<file path="src/rtl/rr_arb4_pkg.sv">
`default_nettype none
// ============================================================================
// Module  : rr_arb4_pkg
// Brief   : Shared arbiter definitions: FSM encodings, select width, source
//           count and a select-to-onehot helper used with the 4:1 mux.
// Revision: 1.0 - initial release
// ============================================================================
package rr_arb4_pkg;

    localparam int c_num_src = 4;
    localparam int c_sel_w   = 2;
    localparam int c_cnt_w   = 8;

    typedef enum logic [0:0] {
        IDLE  = 1'b0,
        GRANT = 1'b1
    } arb_state_t;

    function automatic logic [c_num_src-1:0] sel_to_onehot(input logic [c_sel_w-1:0] sel);
        logic [c_num_src-1:0] w_oh;
        w_oh      = '0;
        w_oh[sel] = 1'b1;
        return w_oh;
    endfunction

endpackage
`default_nettype wire

</file>
<file path="src/rtl/rr_arb4_pick.sv">
`default_nettype none
// ============================================================================
// Module  : rr_pick
// Brief   : Rotating-priority search: first set req bit from last+1 upward
//           (mod 4). Purely combinational.
// Revision: 1.0 - initial release
// ============================================================================
module rr_pick
    import rr_arb4_pkg::*;
(
    input  logic [c_num_src-1:0] req,
    input  logic [c_sel_w-1:0]   last,
    output logic [c_sel_w-1:0]   idx,
    output logic                 any
);

    logic [c_sel_w-1:0] w_cand;

    // Walk from the farthest candidate (last itself) back to last+1 so the
    // nearest requester overwrites earlier hits and wins.
    always_comb begin
        idx    = last;
        any    = 1'b0;
        w_cand = '0;
        for (int k = c_num_src; k >= 1; k--) begin
            w_cand = last + c_sel_w'(k);
            if (req[w_cand]) begin
                idx = w_cand;
                any = 1'b1;
            end
        end
    end

endmodule
`default_nettype wire

</file>
<file path="src/rtl/rr_arb4.sv">
`default_nettype none
// ============================================================================
// Module  : rr_arb4
// Brief   : 4-source round-robin arbiter with registered select/grant/valid
//           for a downstream 4:1 mux. Optional hold limit: RR_ARB_TIMEOUT_EN.
// Revision: 1.0 - initial release
// ============================================================================
module rr_arb4
    import rr_arb4_pkg::*;
#(
    parameter int TIMEOUT = 16
) (
    input  logic                 clk,
    input  logic                 rst,
    input  logic [c_num_src-1:0] req,
    output logic [c_sel_w-1:0]   s,
    output logic [c_num_src-1:0] gnt,
    output logic                 v
);

    arb_state_t           r_state;
    logic [c_sel_w-1:0]   r_last;
    logic [c_sel_w-1:0]   r_s;
    logic [c_num_src-1:0] r_gnt;
    logic                 r_v;
    logic [c_sel_w-1:0]   w_idx;
    logic                 w_any;
    logic                 w_expire;

    rr_pick u_pick (
        .req  (req),
        .last (r_last),
        .idx  (w_idx),
        .any  (w_any)
    );

`ifdef RR_ARB_TIMEOUT_EN
    localparam logic [c_cnt_w-1:0] c_cnt_last = c_cnt_w'(TIMEOUT - 1);
    logic [c_cnt_w-1:0] r_cnt;
    assign w_expire = (r_cnt == c_cnt_last);
`else
    logic [c_cnt_w-1:0] w_unused_timeout;
    assign w_unused_timeout = c_cnt_w'(TIMEOUT);
    assign w_expire         = 1'b0;
`endif

    // The owner is r_s itself; releasing records it as last so the next
    // search starts just past it.
    always_ff @(posedge clk or posedge rst) begin
        if (rst) begin
            r_state <= IDLE;
            r_last  <= 2'b11;
            r_s     <= '0;
            r_gnt   <= '0;
            r_v     <= 1'b0;
`ifdef RR_ARB_TIMEOUT_EN
            r_cnt   <= '0;
`endif
        end else begin
            case (r_state)
                IDLE: begin
                    if (w_any) begin
                        r_state <= GRANT;
                        r_s     <= w_idx;
                        r_gnt   <= sel_to_onehot(w_idx);
                        r_v     <= 1'b1;
`ifdef RR_ARB_TIMEOUT_EN
                        r_cnt   <= '0;
`endif
                    end
                end
                GRANT: begin
                    if (!req[r_s] || w_expire) begin
                        r_state <= IDLE;
                        r_v     <= 1'b0;
                        r_gnt   <= '0;
                        r_last  <= r_s;
                    end else begin
`ifdef RR_ARB_TIMEOUT_EN
                        r_cnt   <= r_cnt + 1'b1;
`endif
                    end
                end
                default: begin
                    r_state <= IDLE;
                    r_v     <= 1'b0;
                    r_gnt   <= '0;
                end
            endcase
        end
    end

    assign s   = r_s;
    assign gnt = r_gnt;
    assign v   = r_v;

endmodule
`default_nettype wire

</file>
<file path="config.mk">
export PLATFORM = sky130hd
export DESIGN_NAME = rr_arb4
export DESIGN_NICKNAME = d
export VERILOG_FILES = /design/src/rtl/rr_arb4_pkg.sv /design/src/rtl/rr_arb4_pick.sv /design/src/rtl/rr_arb4.sv
export SDC_FILE = /design/constraint.sdc
export NUM_CORES = 1
export LEC_CHECK = 0
export ABC_CLOCK_PERIOD_IN_PS = 4600
export CAP_MARGIN = 20
export CORE_AREA = 3 3 40 42
export DETAILED_ROUTE_END_ITERATION = 16
export DIE_AREA = 0 0 43 45
export MAX_ROUTING_LAYER = met4
export PLACE_DENSITY_LB_ADDON = 0.15
export SETUP_SLACK_MARGIN = 0.2
export SYNTH_ARGS = -nofsm -noshare
export SYNTH_HDL_FRONTEND = slang
export SYNTH_HIERARCHICAL = 1
export SYNTH_SLANG_ARGS = --single-unit
</file>
<file path="constraint.sdc">
create_clock -name clk -period 4.6 [get_ports clk]
set_input_delay 0.92 -clock clk [delete_from_list [all_inputs] [get_ports clk]]
set_output_delay 0.92 -clock clk [all_outputs]
set_load 0.02 [all_outputs]
</file>
==> impl_metrics.csv, run 1 <==
group,metric,value,unit
clock_tree,cts_tree,"yes",
synthesis,syn_area,548,µm²
critical_path,slowest_delay,0.65,ns
die,start_util,0.426,
routing,highest_layer,"met4",
synthesis,synth_cell_types,22,
critical_path,path_class,"input port to flip-flop",
synthesis,synth_top_area_share,0.365,
timing,relSlewSlack,0.759,
clock_tree,clk_latency,0.27,ns
job,cap_violations,0,
critical_path,crit_chain,"clkdlybuf4s50_1 > or4_1 > nor2b_1 > a32o_1",
synthesis,syn_nets,63,
clock_tree,clock_sinks,10,
final_layout,final_common_cell,"clkdlybuf4s50_1",
grt,grt_first_pass_wirelength,1.88,mm
placement,port_buffers,12,
critical_path,cpMaxStageDelayCell,"or4_1",
critical_path,worst_setup_path_start_kind,"input port",
routing,wire_per_inst,12.7,µm
critical_path,cp_num_buf_inv,1,
critical_path,setup.worst_path.end_class,"flip-flop",
timing,finClkSkew,0.00117,ns
critical_path,worst_r2r_path_depth,6,
final_layout,area_delta_synth_final,32.0,%
power,vdd_drop_max,370,µV
final_layout,n_antenna_cell,0,
synthesis,ys_ff_latch,10,
routing,drt_iter0_drc,12,
clock_tree,cts_buffers,3,
routing,dr.pass1.iters,4,
die,rows,13,
clock_tree,root_buffer,"clkbuf_4",
final_layout,final_cell_mix,"clkdlybuf4s50_1, nand2_1, dfrtp_1, nor2_1, inv_1",
clock_tree,clk_pin_slew,0.07,ns
die,boundaryPins,13,
grt,grt_usage,0.144,
synthesis,syn_avg_cell_area,9.61,µm²
die,die_area,1940,µm²
clock_tree,hold_buffers,0,
critical_path,cp-startpoint,"req[3]",
timing,setup_viol,0,
routing,drc_errors,0,
timing,max_freq,420,MHz
power,p_leak,0.331,nW
clock_tree,h-tree-depth,1,
routing,drt.antenna.violating_nets,0,
critical_path,worstPathRequired,4.76,ns
final_layout,final_cells,88,
die,die_w,43,µm
power,power_density,713,nW/µm²
critical_path,timing.rr.end,"gnt[1]",
critical_path,reg2reg_from,"r_last[1]",
placement,preCtsSetupSlack,1.95,ns
timing,rsz0062_at_grt,"false",
clock_tree,post-cts-setup-buffer-count,0,
placement,place_congestion,0.704,
outcome,status,"finished, final reports clean",
grt,first_global_vias,416,
timing,finalSetupTns,0,ns
timing,finalHoldViolCount,0,
critical_path,ff2ff_setup_slack,2.90,ns
die,die_h,45,µm
placement,dp.cells,84,
final_layout,drive_gt1_frac,0.123,
routing,totalWireLength,1.12,mm
grt,grt_max_degree,11,
clock_tree,ctsResizeCount,0,
timing,timing.final.crit_share,0.517,
routing,dr_wl_met2,466,µm
synthesis,synth_top_area_cell,"dfrtp_1",
routing,wl_met1,585,µm
synthesis,syn_inst,57,
synthesis,netlist_top_cells_area,"dfrtp_1, dfstp_2, nand2_1",
final_layout,nFillCells,129,
timing,fin_crit,2.38,ns
critical_path,worst-path-stages,4,
grt,antenna_found_initial,0,
timing,setup_slack,2.22,ns
worst_hold_path,hold_path_class,"flip-flop to flip-flop",
timing,drv_slew,0,
critical_path,crit_family,"simple AND/OR/NAND/NOR gates",
timing,whs,0.482,ns
routing,dr_wl_met3,36,µm
placement,placed_cell_area,687,µm²
routing,vias,459,
critical_path,cp_data_arrival_time,2.54,ns
routing,via_per_inst,5.22,
final_layout,multi_input_area,280,µm²
final_layout,fin_nets,80,
critical_path,crit_fanout,7,
power,power.total,516,µW
die,coreArea,1280,µm²
synthesis,synth_warnings,6,
final_layout,final_cell_area,723,µm²
clock_tree,cts_buffer_depth,2,
final_layout,finish.utilization,0.563,
final_layout,seq_area,253,µm²
grt,grt-ovfl-total,0,
timing,tightest_slew,0.361,ns
critical_path,crit_end,"gnt[3]",
synthesis,ys_seq_area_frac,0.461,
## sequential cells by signal, indices dropped and copies added (netlist names)
register,cells
r_state,1
gnt,4
s,2
v,1
r_last,2
## cell type report
cell class | count | share of cell area
Clock buffer | 4 | 0.0502
Inverter | 4 | 0.0208
Multi-Input combinational cell | 43 | 0.388
Sequential cell | 10 | 0.349
Tap cell | 15 | 0.0260
Timing Repair Buffer | 12 | 0.166
## cells by family after synthesis
| logic type | after synthesis | synth area share |
|---|---|---|
| AND/OR/NAND/NOR | 24 | 0.210 |
| AO/OA/AOI/OAI | 13 | 0.164 |
| multiplexers | 6 | 0.137 |
| flip-flops | 10 | 0.461 |
| buffers and inverters | 4 | 0.0274 |
## cells in the mapped netlist, drive strengths merged
cell type  number
nand2           9
dfrtp           8
inv             4
nor2            4
a21oi           3
mux2i           3
nand2b          3
nor2b           3
a21o            2
dfstp           2
mux2            2
nor3            2
o21ai           2
o2bb2ai         2
a221o           1
a31oi           1
a32o            1
and2            1
mux4            1
nand3           1
o22ai           1
or4             1
## power by group
group / switching, mW / internal, mW
logic: 0.118 / 0.127
clock network: 0.0339 / 0.0481
registers: 0.0503 / 0.138
## worst min-delay path by stage
stage,end,slack [ns],cells past startpoint,from
floorplan,r_last[1],0.50,2,r_last[1]
finish,gnt[0],0.48,1,gnt[0]
global route,gnt[3],0.52,1,gnt[3]
detailed placement,gnt[0],0.47,1,gnt[0]
CTS,gnt[0],0.49,1,gnt[0]
global placement,gnt[0],0.46,1,gnt[0]
## layer usage
| layer | vias up | GRT usage |
|---|---|---|
| met5 | - | - |
| met4 | 0 | 0.127 |
| met2 | 7 | 0.174 |
| met1 | 213 | 0.195 |
| li1 | 235 | - |
| met3 | 4 | 0.0359 |
Power figures use the tool's default switching activity.
==> run 2: changes to the inputs <==
--- a/config.mk
+++ b/config.mk
@@ -5,11 +5,11 @@
 export SDC_FILE = /design/constraint.sdc
 export NUM_CORES = 1
 export LEC_CHECK = 0
-export ABC_CLOCK_PERIOD_IN_PS = 4600
+export ABC_CLOCK_PERIOD_IN_PS = 2050
 export CAP_MARGIN = 20
-export CORE_AREA = 3 3 40 42
+export CORE_MARGIN = 3
+export CORE_UTILIZATION = 41
 export DETAILED_ROUTE_END_ITERATION = 16
-export DIE_AREA = 0 0 43 45
 export MAX_ROUTING_LAYER = met4
 export PLACE_DENSITY_LB_ADDON = 0.15
 export SETUP_SLACK_MARGIN = 0.2
==> constraint.sdc (replaced) <==
create_clock -name clk -period 2.05 [get_ports clk]
set_input_delay 0.41 -clock clk [delete_from_list [all_inputs] [get_ports clk]]
set_output_delay 0.41 -clock clk [all_outputs]
set_load 0.02 [all_outputs]
==> run 2 against run 1 <==
Compared with the run above: sequential cell count stayed put; first-iteration DRC count is 75% higher; non-clock buffer count increased by 6; critical endpoint unchanged; largest power group unchanged.
==> impl_metrics.csv, run 2 (same netlist as run 1, synthesis figures left out) <==
group,metric,value,unit
final_layout,fin_nets,86,
timing,drv_slew,0,
clock_tree,root_buffer,"clkbuf_4",
worst_hold_path,hold_path_class,"input port to async pin",
clock_tree,clk_pin_slew,0.07,ns
routing,via_per_inst,5.43,
critical_path,slowest_delay,0.62,ns
timing,setup_viol,0,
final_layout,area_delta_synth_final,40.4,%
grt,grt-ovfl-total,0,
critical_path,crit_chain,"clkdlybuf4s50_1 > or4_1 > nor2b_1 > a32o_1",
routing,wl_met1,576,µm
timing,finalSetupTns,0,ns
critical_path,cpMaxStageDelayCell,"or4_1",
placement,port_buffers,12,
critical_path,setup.worst_path.end_class,"flip-flop",
final_layout,final_cell_mix,"clkdlybuf4s50_1, nand2_1, dfrtp_1, buf_4",
critical_path,worstPathRequired,2.20,ns
routing,totalWireLength,1.23,mm
job,cap_violations,0,
clock_tree,cts_buffer_depth,2,
clock_tree,cts_tree,"yes",
die,coreArea,1190,µm²
timing,max_freq,550,MHz
timing,fin_crit,1.82,ns
routing,vias,505,
critical_path,crit_fanout,4,
final_layout,n_antenna_cell,0,
timing,rsz0062_at_grt,"true",
critical_path,reg2reg_from,"r_last[1]",
placement,hpwlAfterDp,864,µm
die,boundaryPins,13,
clock_tree,h-tree-depth,1,
routing,drt_iter0_drc,21,
final_layout,drive_gt1_frac,0.190,
final_layout,seq_area,253,µm²
final_layout,finish.utilization,0.649,
timing,tightest_slew,0.377,ns
timing,finClkSkew,0.00927,ns
placement,place_congestion,0.805,
routing,wire_per_inst,13.2,µm
grt,grt_max_degree,11,
die,die_h,42.6,µm
clock_tree,clock_sinks,10,
die,rows,12,
critical_path,timing.rr.end,"gnt[3]",
timing,timing.final.crit_share,0.887,
outcome,status,"finished, final reports clean",
final_layout,largest_register_ffs,4,
die,die_w,42.6,µm
routing,dr_wl_met2,532,µm
timing,finalHoldViolCount,0,
final_layout,nFillCells,105,
routing,highest_layer,"met4",
die,die_area,1810,µm²
timing,relSlewSlack,0.748,
grt,antenna_found_initial,0,
critical_path,ff2ff_setup_slack,0.37,ns
power,power_density,1570,nW/µm²
final_layout,final_cell_area,769,µm²
power,p_leak,0.371,nW
routing,dr.pass1.iters,4,
critical_path,path_class,"input port to flip-flop",
critical_path,worst_setup_path_start_kind,"input port",
final_layout,multi_input_area,280,µm²
grt,grt_first_pass_wirelength,1.93,mm
critical_path,worst_r2r_path_depth,5,
clock_tree,clk_latency,0.27,ns
power,vdd_drop_max,773,µV
placement,placed_cell_area,716,µm²
final_layout,final_common_cell,"clkdlybuf4s50_1",
grt,grt_usage,0.147,
clock_tree,cts_buffers,3,
routing,drt.antenna.violating_nets,0,
critical_path,cp_data_arrival_time,1.97,ns
routing,dr_wl_met3,108,µm
grt,first_global_vias,438,
routing,drc_errors,0,
die,start_util,0.462,
run 2: cell count changes in the layout (fill, tap and decap cells not counted):
cell	previous run	this run
clkdlybuf4s50_1	12	11
buf_4	0	6
dlymetal6s2s_1	0	1
run 2: cell type report:
cell class	count	area share
inverter	4	0.0195
multi-input combinational	43	0.364
sequential	10	0.328
timing repair buffer	18	0.218
tap	14	0.0228
clock buffer	4	0.0472
run 2: power by group:
group,leakage (nW),switching (mW),internal (mW)
clock,0.0210,0.0719,0.108
sequential,0.122,0.111,0.310
combinational,0.228,0.285,0.322
run 2: how the worst max path moves through the flow:
stage | startpoint | end | slack (ns) | depth (start not counted)
after CTS | req[3] | gnt[3] | 0.24 | 4
after floorplan | s[0] | gnt[3] | 0.44 | 3
final | req[3] | gnt[3] | 0.23 | 4
after global placement | req[3] | gnt[3] | -0.05 | 4
after global routing | req[3] | gnt[1] | 0.19 | 8
after detailed placement | req[3] | gnt[3] | -0.02 | 4
run 2: critical path: cells and delay by family:
kind                   cells  cell delay, ns
AOI/OAI and AO/OA          1            0.27
buffers and inverters      1            0.46
and+or+nand+nor            2            0.82
run 2: what timing repair did:
action	CTS	global route
setup endpoints to repair	0	3
resized for setup	0	1
buffers inserted	0	2
hold buffers	0	0
run 2: metal layers:
| layer | global-route usage | up-vias |
|---|---|---|
| met4 | 0.0745 | 0 |
| met3 | 0.0515 | 2 |
| met2 | 0.188 | 21 |
| met5 | - | - |
| met1 | 0.202 | 231 |
| li1 | - | 251 |
run 2: per-stage QoR:
stage / instances / setup slack [ns] / hold WS, ns / power [mW]
2_1_floorplan: 57 / 0.443 / 0.249 / 0.764
3_3_place_gp: 87 / -0.0455 / 0.473 / 0.991
6_report: 93 / 0.232 / 0.408 / 1.21
5_1_grt: 93 / 0.193 / 0.431 / 1.29
3_5_place_dp: 87 / -0.0240 / 0.471 / 0.997
4_1_cts: 91 / 0.244 / 0.421 / 1.19
